===== src/rtl/uart_rx_os.sv =====
// Oversampling UART receiver with a valid/ready holding register and error/overrun status.
// Define UART_RX_PARITY_EN to expect and check one parity bit after the data bits.
module uart_rx_os #(
  parameter int unsigned DATA_BITS  = 8,
  parameter int unsigned OVERSAMPLE = 16,
  parameter int unsigned CLK_DIV    = 27,
  parameter int unsigned STOP_BITS  = 1,
  parameter int unsigned ODD_PARITY = 0
) (
  input  logic                 clk,
  input  logic                 reset,
  input  logic                 rx_data,
  output logic [DATA_BITS-1:0] rx_byte,
  output logic                 rx_valid,
  input  logic                 rx_ready,
  output logic                 parity_error,
  output logic                 frame_error,
  output logic                 overrun
);
  localparam int unsigned DIV_W = (CLK_DIV > 1) ? $clog2(CLK_DIV) : 1;
  localparam int unsigned TCK_W = $clog2(OVERSAMPLE);
  localparam int unsigned BIT_W = $clog2(DATA_BITS);

  if (DATA_BITS < 5 || DATA_BITS > 9 || OVERSAMPLE < 8 || OVERSAMPLE > 32 ||
      (OVERSAMPLE % 2) != 0 || CLK_DIV < 1 || STOP_BITS < 1 || STOP_BITS > 2 ||
      ODD_PARITY > 1) begin : g_bad_params
    $error("uart_rx_os: parameter out of range");
  end

  typedef enum logic [2:0] {
    S_IDLE,
    S_START,
    S_DATA,
`ifdef UART_RX_PARITY_EN
    S_PARITY,
`endif
    S_STOP,
    S_WAIT_HIGH
  } state_t;

  state_t               state_q, state_d;
  logic [DIV_W-1:0]     div_q, div_d;
  logic [TCK_W-1:0]     tck_q, tck_d;
  logic [BIT_W-1:0]     bit_q, bit_d;
  logic                 stop_q, stop_d;
  logic [DATA_BITS-1:0] shift_q, shift_d;
  logic                 perr_f_q, perr_f_d;
  logic                 ferr_f_q, ferr_f_d;
  logic                 s1_q, rxs_q;
  logic [DATA_BITS-1:0] byte_q, byte_d;
  logic                 valid_q, valid_d;
  logic                 perr_q, perr_d;
  logic                 ferr_q, ferr_d;
  logic                 ovr_q, ovr_d;
  logic                 tick, sample, mid, load, accept;

  assign tick   = (div_q == DIV_W'(CLK_DIV - 1));
  assign sample = tick && (tck_q == TCK_W'(OVERSAMPLE - 1));
  assign mid    = tick && (tck_q == TCK_W'(OVERSAMPLE / 2 - 1));
  assign accept = valid_q & rx_ready;

  always_comb begin
    state_d  = state_q;
    div_d    = tick ? '0 : div_q + 1'b1;
    tck_d    = tck_q;
    bit_d    = bit_q;
    stop_d   = stop_q;
    shift_d  = shift_q;
    perr_f_d = perr_f_q;
    ferr_f_d = ferr_f_q;
    load     = 1'b0;
    if (tick) tck_d = sample ? '0 : tck_q + 1'b1;

    case (state_q)
      S_IDLE: begin
        if (!rxs_q) begin
          div_d   = '0;
          tck_d   = '0;
          state_d = S_START;
        end
      end
      S_START: begin
        if (mid) begin
          if (rxs_q) begin
            state_d = S_IDLE;
          end else begin
            tck_d    = '0;
            bit_d    = '0;
            stop_d   = 1'b0;
            perr_f_d = 1'b0;
            ferr_f_d = 1'b0;
            state_d  = S_DATA;
          end
        end
      end
      S_DATA: begin
        // Shifting in from the top leaves bit 0 in shift[0] after DATA_BITS samples.
        if (sample) begin
          shift_d = {rxs_q, shift_q[DATA_BITS-1:1]};
          bit_d   = bit_q + 1'b1;
          if (bit_q == BIT_W'(DATA_BITS - 1)) begin
`ifdef UART_RX_PARITY_EN
            state_d = S_PARITY;
`else
            state_d = S_STOP;
`endif
          end
        end
      end
`ifdef UART_RX_PARITY_EN
      S_PARITY: begin
        if (sample) begin
          perr_f_d = rxs_q ^ (^shift_q) ^ 1'(ODD_PARITY);
          state_d  = S_STOP;
        end
      end
`endif
      S_STOP: begin
        if (sample) begin
          ferr_f_d = ferr_f_q | ~rxs_q;
          if (stop_q == 1'(STOP_BITS - 1)) begin
            load    = 1'b1;
            state_d = rxs_q ? S_IDLE : S_WAIT_HIGH;
          end else begin
            stop_d = 1'b1;
          end
        end
      end
      S_WAIT_HIGH: begin
        if (rxs_q) state_d = S_IDLE;
      end
      default: state_d = S_IDLE;
    endcase

    byte_d  = byte_q;
    perr_d  = perr_q;
    ferr_d  = ferr_q;
    valid_d = valid_q & ~accept;
    ovr_d   = ovr_q & ~accept;
    // A slot freed by this cycle's handshake can take the new word immediately.
    if (load) begin
      if (!valid_q || accept) begin
        byte_d  = shift_q;
        perr_d  = perr_f_q;
        ferr_d  = ferr_f_d;
        valid_d = 1'b1;
      end else begin
        ovr_d = 1'b1;
      end
    end
  end

  always_ff @(posedge clk) begin
    if (!reset) begin
      s1_q     <= 1'b1;
      rxs_q    <= 1'b1;
      state_q  <= S_IDLE;
      div_q    <= '0;
      tck_q    <= '0;
      bit_q    <= '0;
      stop_q   <= 1'b0;
      shift_q  <= '0;
      perr_f_q <= 1'b0;
      ferr_f_q <= 1'b0;
      byte_q   <= '0;
      valid_q  <= 1'b0;
      perr_q   <= 1'b0;
      ferr_q   <= 1'b0;
      ovr_q    <= 1'b0;
    end else begin
      s1_q     <= rx_data;
      rxs_q    <= s1_q;
      state_q  <= state_d;
      div_q    <= div_d;
      tck_q    <= tck_d;
      bit_q    <= bit_d;
      stop_q   <= stop_d;
      shift_q  <= shift_d;
      perr_f_q <= perr_f_d;
      ferr_f_q <= ferr_f_d;
      byte_q   <= byte_d;
      valid_q  <= valid_d;
      perr_q   <= perr_d;
      ferr_q   <= ferr_d;
      ovr_q    <= ovr_d;
    end
  end

  assign rx_byte      = byte_q;
  assign rx_valid     = valid_q;
  assign parity_error = perr_q;
  assign frame_error  = ferr_q;
  assign overrun      = ovr_q;
endmodule


===== config.mk =====
export PLATFORM = sky130hd
export DESIGN_NAME = uart_rx_os
export DESIGN_NICKNAME = d
export VERILOG_FILES = /design/src/rtl/uart_rx_os.sv
export SDC_FILE = /design/constraint.sdc
export NUM_CORES = 1
export LEC_CHECK = 0
export CAP_MARGIN = 40
export CORE_UTILIZATION = 48
export DETAILED_ROUTE_END_ITERATION = 8
export PLACE_DENSITY_LB_ADDON = 0.3
export RECOVER_POWER = 100
export SETUP_SLACK_MARGIN = 0.4
export SYNTH_ARGS = -nofsm -noshare
export SYNTH_HDL_FRONTEND = slang
export SYNTH_SLANG_ARGS = --single-unit

===== constraint.sdc =====
create_clock -name clk -period 4.2 [get_ports clk]
set_clock_uncertainty 0.15 [all_clocks]
set_input_delay 0.84 -clock clk [delete_from_list [all_inputs] [get_ports clk]]
set_output_delay 0.84 -clock clk [all_outputs]
set_load 0.005 [all_outputs]

-- Word level (Yosys, flattened, before mapping)
Index checks and enable logic that the tools add are counted.
- muxes and demuxes: 38
- equality and inequality tests: 16
- reductions and logical operators: 12
- add/subtract/negate cells: 3
- bitwise operators: 6
- operators with widths (kind ; number):
    3-bit two-way mux ; 11
    4-bit two-way mux ; 4
    2-bit inequality test, second input constant ; 8
    5-bit two-way mux ; 3
    3-bit one-hot mux with 5 select lines ; 1
    1-bit two-way mux ; 14
    4-bit one-hot mux with 2 select lines ; 1
    4-bit AND reduction ; 2
    7-bit AND reduction ; 1
    3-bit by 2-bit == test with 1-bit output, second input constant ; 2
    3-bit == test, second input constant ; 2
    3-bit one-hot mux with 2 select lines ; 1
    5-bit by 1-bit adder with 5-bit output, second input constant ; 1
    5-bit == test, second input constant ; 1
    4-bit by 1-bit adder with 4-bit output, second input constant ; 1
    4-bit by 3-bit == test with 1-bit output, second input constant ; 1
    4-bit == test, second input constant ; 1
    1-bit one-hot mux with 2 select lines ; 2
    2-bit AND reduction ; 2
    2-bit nonzero test ; 2
    3-bit by 1-bit adder with 3-bit output, second input constant ; 1
    1-bit bitwise AND ; 3
    3-bit by 1-bit == test with 1-bit output, second input constant ; 1
    3-bit logical NOT ; 1
    6 further kinds ; 8
- output and inout bits: 12
- register bits: 38
- input bits: 4
- logic and storage cells: 88

-- Longest topological paths before layout
- depth in word-level cells: 7
- gate-level depth with buffers: 7
- depth with buffers taken out: 6

-- Worst setup path after synthesis
OpenSTA, ideal clock, no wires.
- path kind: input port to flip-flop
- start point: in reset
- end point: reg state_q[0]
- arrival: 1722 ps
- required time: 3963 ps
- setup slack: 2241 ps
- library setup time: 87 ps
- path buffers: 1
- stages: 4
- path through: clkbuf_1 inv_1 or4_1 o31ai_1
- RTL lines (item ; RTL line ; RTL):
    start: declaration ; 11 ; input logic reset,
    end signal: assignment ; 173 ; state_q <= state_d;
    end: declaration ; 41 ; state_t state_q, state_d;

==> results.md <==
* Initial DRC Count at 77
* Fillers at 287
* Final hold slack at between 0.2 and 0.3 ns
* Die X at 60.70 um
* Worst Tran Pin Value at 1.247 ns
* DP Wirelength at approximately 2000 um
* CP Capture Type: flip-flop
* Worst Hold Class: flip-flop to flip-flop
* Vias per cell at around 5.5
* CTS resizes at 0
* Worst vdd ir at 0.0002521 V
* Layout area overhead at 10.97%
* Power Total at between 0.0006 and 0.0007 W
* Mapped Cells at 191
* Most common cell after layout, fill and taps aside: dfxtp_1
* Synthesized net count at 200
* Reg2reg setup slack at ~1.3 ns
* PortBufs at 14
* Pwr Density at 353.6 mW/mm^2
* Synthesized flop and latch total at 37
* Tot GR Track Use at 19.15%
* P_int at slightly above 0.0005 W
* Final Wtd Congestion at between 0.8 and 0.9
* Crit path required time at 4.33 ns
* WHS Path Cells at 1
* Core Footprint at 0.003153 mm^2
* Sequential group share of total power at 55.8%
* Max_cap viols at 0
* Slew HR at approximately 17%
* DIE HEIGHT at 60.70 um
* Hold Startpoint: s1_q$_SDFF_PN1_
* Vias in the first global route at 1244
* Antenna-violating nets left at 0
* Fmax at 337.5 MHz
* Grt ovf at 0
* Kind of critical path: primary input to flip-flop
* H-tree levels at 2
* Yosys cell types at 40
* Clock tree buffer depth at 2
* Min Tclk post-route at 2.963 ns
* Post-DP Area at 0.001780 mm^2
* Final Cycle Share at 70.54%
* Syn. warnings at 0
* Share of cells above drive strength 1 at 5.970%
* Hold EP: rxs_q$_SDFF_PN1_
* DRC Markers at 0
* Cell area after layout at 0.001836 mm^2
* CTS tree: yes
* Net Sw Frac at 21.82%
* Status: complete, no violations
* Cts bufs inserted at 5
* IO Count at 16
* Final setup TNS at 0 ns
* Avg WL per Cell at 12.30 um
* Final nets at 209
* CTS Hold Bufs at 0
* Clk Latency, worst-skew pair at roughly 0.35 ns
* Hold Vio Cnt, Final at 0
* DR vias at ~1300
* Multi-input gate area at roughly 790 um^2
* Share of power burned in the clock network at a little over 40%
* Row Count at 20
* Worst Path Max Fanout at 34
* Initial Util at 52.46%
* Arr. time, crit path at 3.09 ns
* Seq/Total Area, Yosys at 44.78%
* Reg2reg start: div_q[0]$_SDFF_PN0_
* CTS sink count at 37
* Maximum number of pins on one net before global-route repair at 35
* Final setup viols at 0
* Comb power frac at 3.8%
* Root buffer cell: clkbuf_4
* Setup Buffers After CTS at 0
* Reg clk slew, reported paths at 0.11 ns
* RSZ-0062 raised after global routing: false
* Slew Viols, Final at 0
* Antenna cells at 0
* First-pass GRT wire length at 5161 um
* Total net switching power at about 0.00014 W
* DR pass1 iterations at 4
* Mean post-synth cell area at just under 9 um^2
* Initial antenna violation count at 0
* Commonest non-fill, non-tap cells in the layout: dfxtp_1 (37), nand2_1 (31), nand3_1 (22)
* Routed wire length at 3014 um
* Synth Cell Area at 0.001654 mm^2
* RR Endpoint: rx_byte[7]$_SDFFE_PN0P_
* FF/Latch Area at 740.7 um^2
* Die area at 0.003684 mm^2
* Critical path startpoint category: primary input
* R2R depth at 5
* Leakage at roughly 0.63 nW
-- Yosys cell counts --
cell type	number	area share, %
a2111oi_2	1	0.91
a211oi_1	3	1.4
a21oi_1	7	2.1
a2bb2oi_1	2	1.1
a311oi_1	1	0.53
a41oi_1	1	0.53
and4b_1	1	0.61
buf_2	4	1.2
buf_4	2	0.91
buf_6	2	1.4
clkbuf_1	5	1.1
conb_1	1	0.23
dfxtp_1	37	45
ha_1	5	3.8
inv_1	4	0.91
nand2_1	31	7.0
nand2b_1	3	1.1
nand3_1	22	6.7
nand3b_1	2	0.91
nand4b_1	2	1.1
nand4b_4	1	1.4
nor2_1	12	2.7
nor2b_1	1	0.38
nor3_1	3	0.91
nor4_1	1	0.38
nor4_4	1	1.3
nor4b_4	1	1.4
o21ai_0	19	5.7
o21ai_1	1	0.30
o22ai_1	1	0.38
o311ai_0	1	0.53
o31a_1	1	0.53
o31ai_1	2	0.91
or2_2	1	0.38
or3_1	2	0.76
or3b_2	1	0.53
or4_1	1	0.45
or4b_1	1	0.61
xnor2_1	1	0.53
xor2_1	3	1.6
-- critical path, stage by stage --
cell           delay [ns]
dlygate4sd3_1        0.78
clkbuf_1             0.96
nand2_1              0.17
nor2_1               0.15
a2bb2oi_1            0.17
-- kinds of logic (layout without fill, tap and decap cells) --
logic type                 count (synthesis)  after routing  synth area share, %
DFF                                       37             37                44.78
adders and majority gates                  5              5                3.782
buffers and inverters                     17             27                5.521
and+or+nand+nor                           87             87                28.67
AOI/OAI and AO/OA                         40             40                14.90
xor gates and xnor gates                   4              4                2.118
other                                      1              1               0.2267
-- flip-flops by register name (all words and copies together) (netlist names) --
signal / flops
bit_q: 3
state_q: 3
ferr_f_q: 1
rx_valid: 1
rx_byte: 8
rxs_q: 1
frame_error: 1
div_q: 5
s1_q: 1
tck_q: 4
overrun: 1
shift_q: 8
-- area by class of cell --
type	count	area share, %
repair buffers	15	7.839
clock inverters	2	2.045
clock buffers	6	2.795
well taps	44	2.999
inverters	4	0.8180
multi-input cells	137	43.15
flip-flops and latches	37	40.35
-- layer usage --
layer / wire [um] / part of all wire [%] / global-route usage, % / vias up
met2: 1404 / 47 / 30.46 / 24
met4: 40 / 1.3 / 7.792 / 0
met1: 1439 / 48 / 23.13 / 622
li1: - / - / - / 690
met3: 130 / 4.3 / 7.676 / 6
met5: 0 / 0 / 0 / -
-- stage by stage --
| stage | setup slack, ns | instances | utilization, % |
|---|---|---|---|
| 6_report | 1.237 | 245 | 58.21 |
| 5_1_grt | 0.9244 | 245 | 58.21 |
| 4_1_cts | 1.914 | 245 | 59.29 |
| 3_5_place_dp | 1.556 | 237 | 56.47 |
| 3_3_place_gp | 1.584 | 237 | 56.47 |
| 2_1_floorplan | 2.241 | 191 | - |
-- worst max-delay path by stage --
stage                        start  slack [ns]  depth (start not counted)                        to
6_report                     reset        1.24                          5       ferr_f_q$_SDFF_PN0_
5_1_grt        div_q[0]$_SDFF_PN0_        0.92                          6  frame_error$_SDFFE_PN0P_
2_1_floorplan                reset        2.24                          4   state_q[0]$_SDFFE_PN0P_
3_5_place_dp              rx_ready        1.56                          5  frame_error$_SDFFE_PN0P_
4_1_cts        rx_valid$_SDFF_PN0_        1.91                          1                  rx_valid
3_3_place_gp              rx_ready        1.58                          5  frame_error$_SDFFE_PN0P_
-- power by group through the flow --
stage          combinational, W  sequential [W]  clock, W
2_1_floorplan         0.0000242        0.000367         0
3_3_place_gp          0.0000251        0.000370         0
3_5_place_dp          0.0000264        0.000370         0
4_1_cts               0.0000265        0.000362  0.000267
5_1_grt               0.0000277        0.000364  0.000286
6_report              0.0000249        0.000362  0.000262
Power figures use the tool's default switching activity.
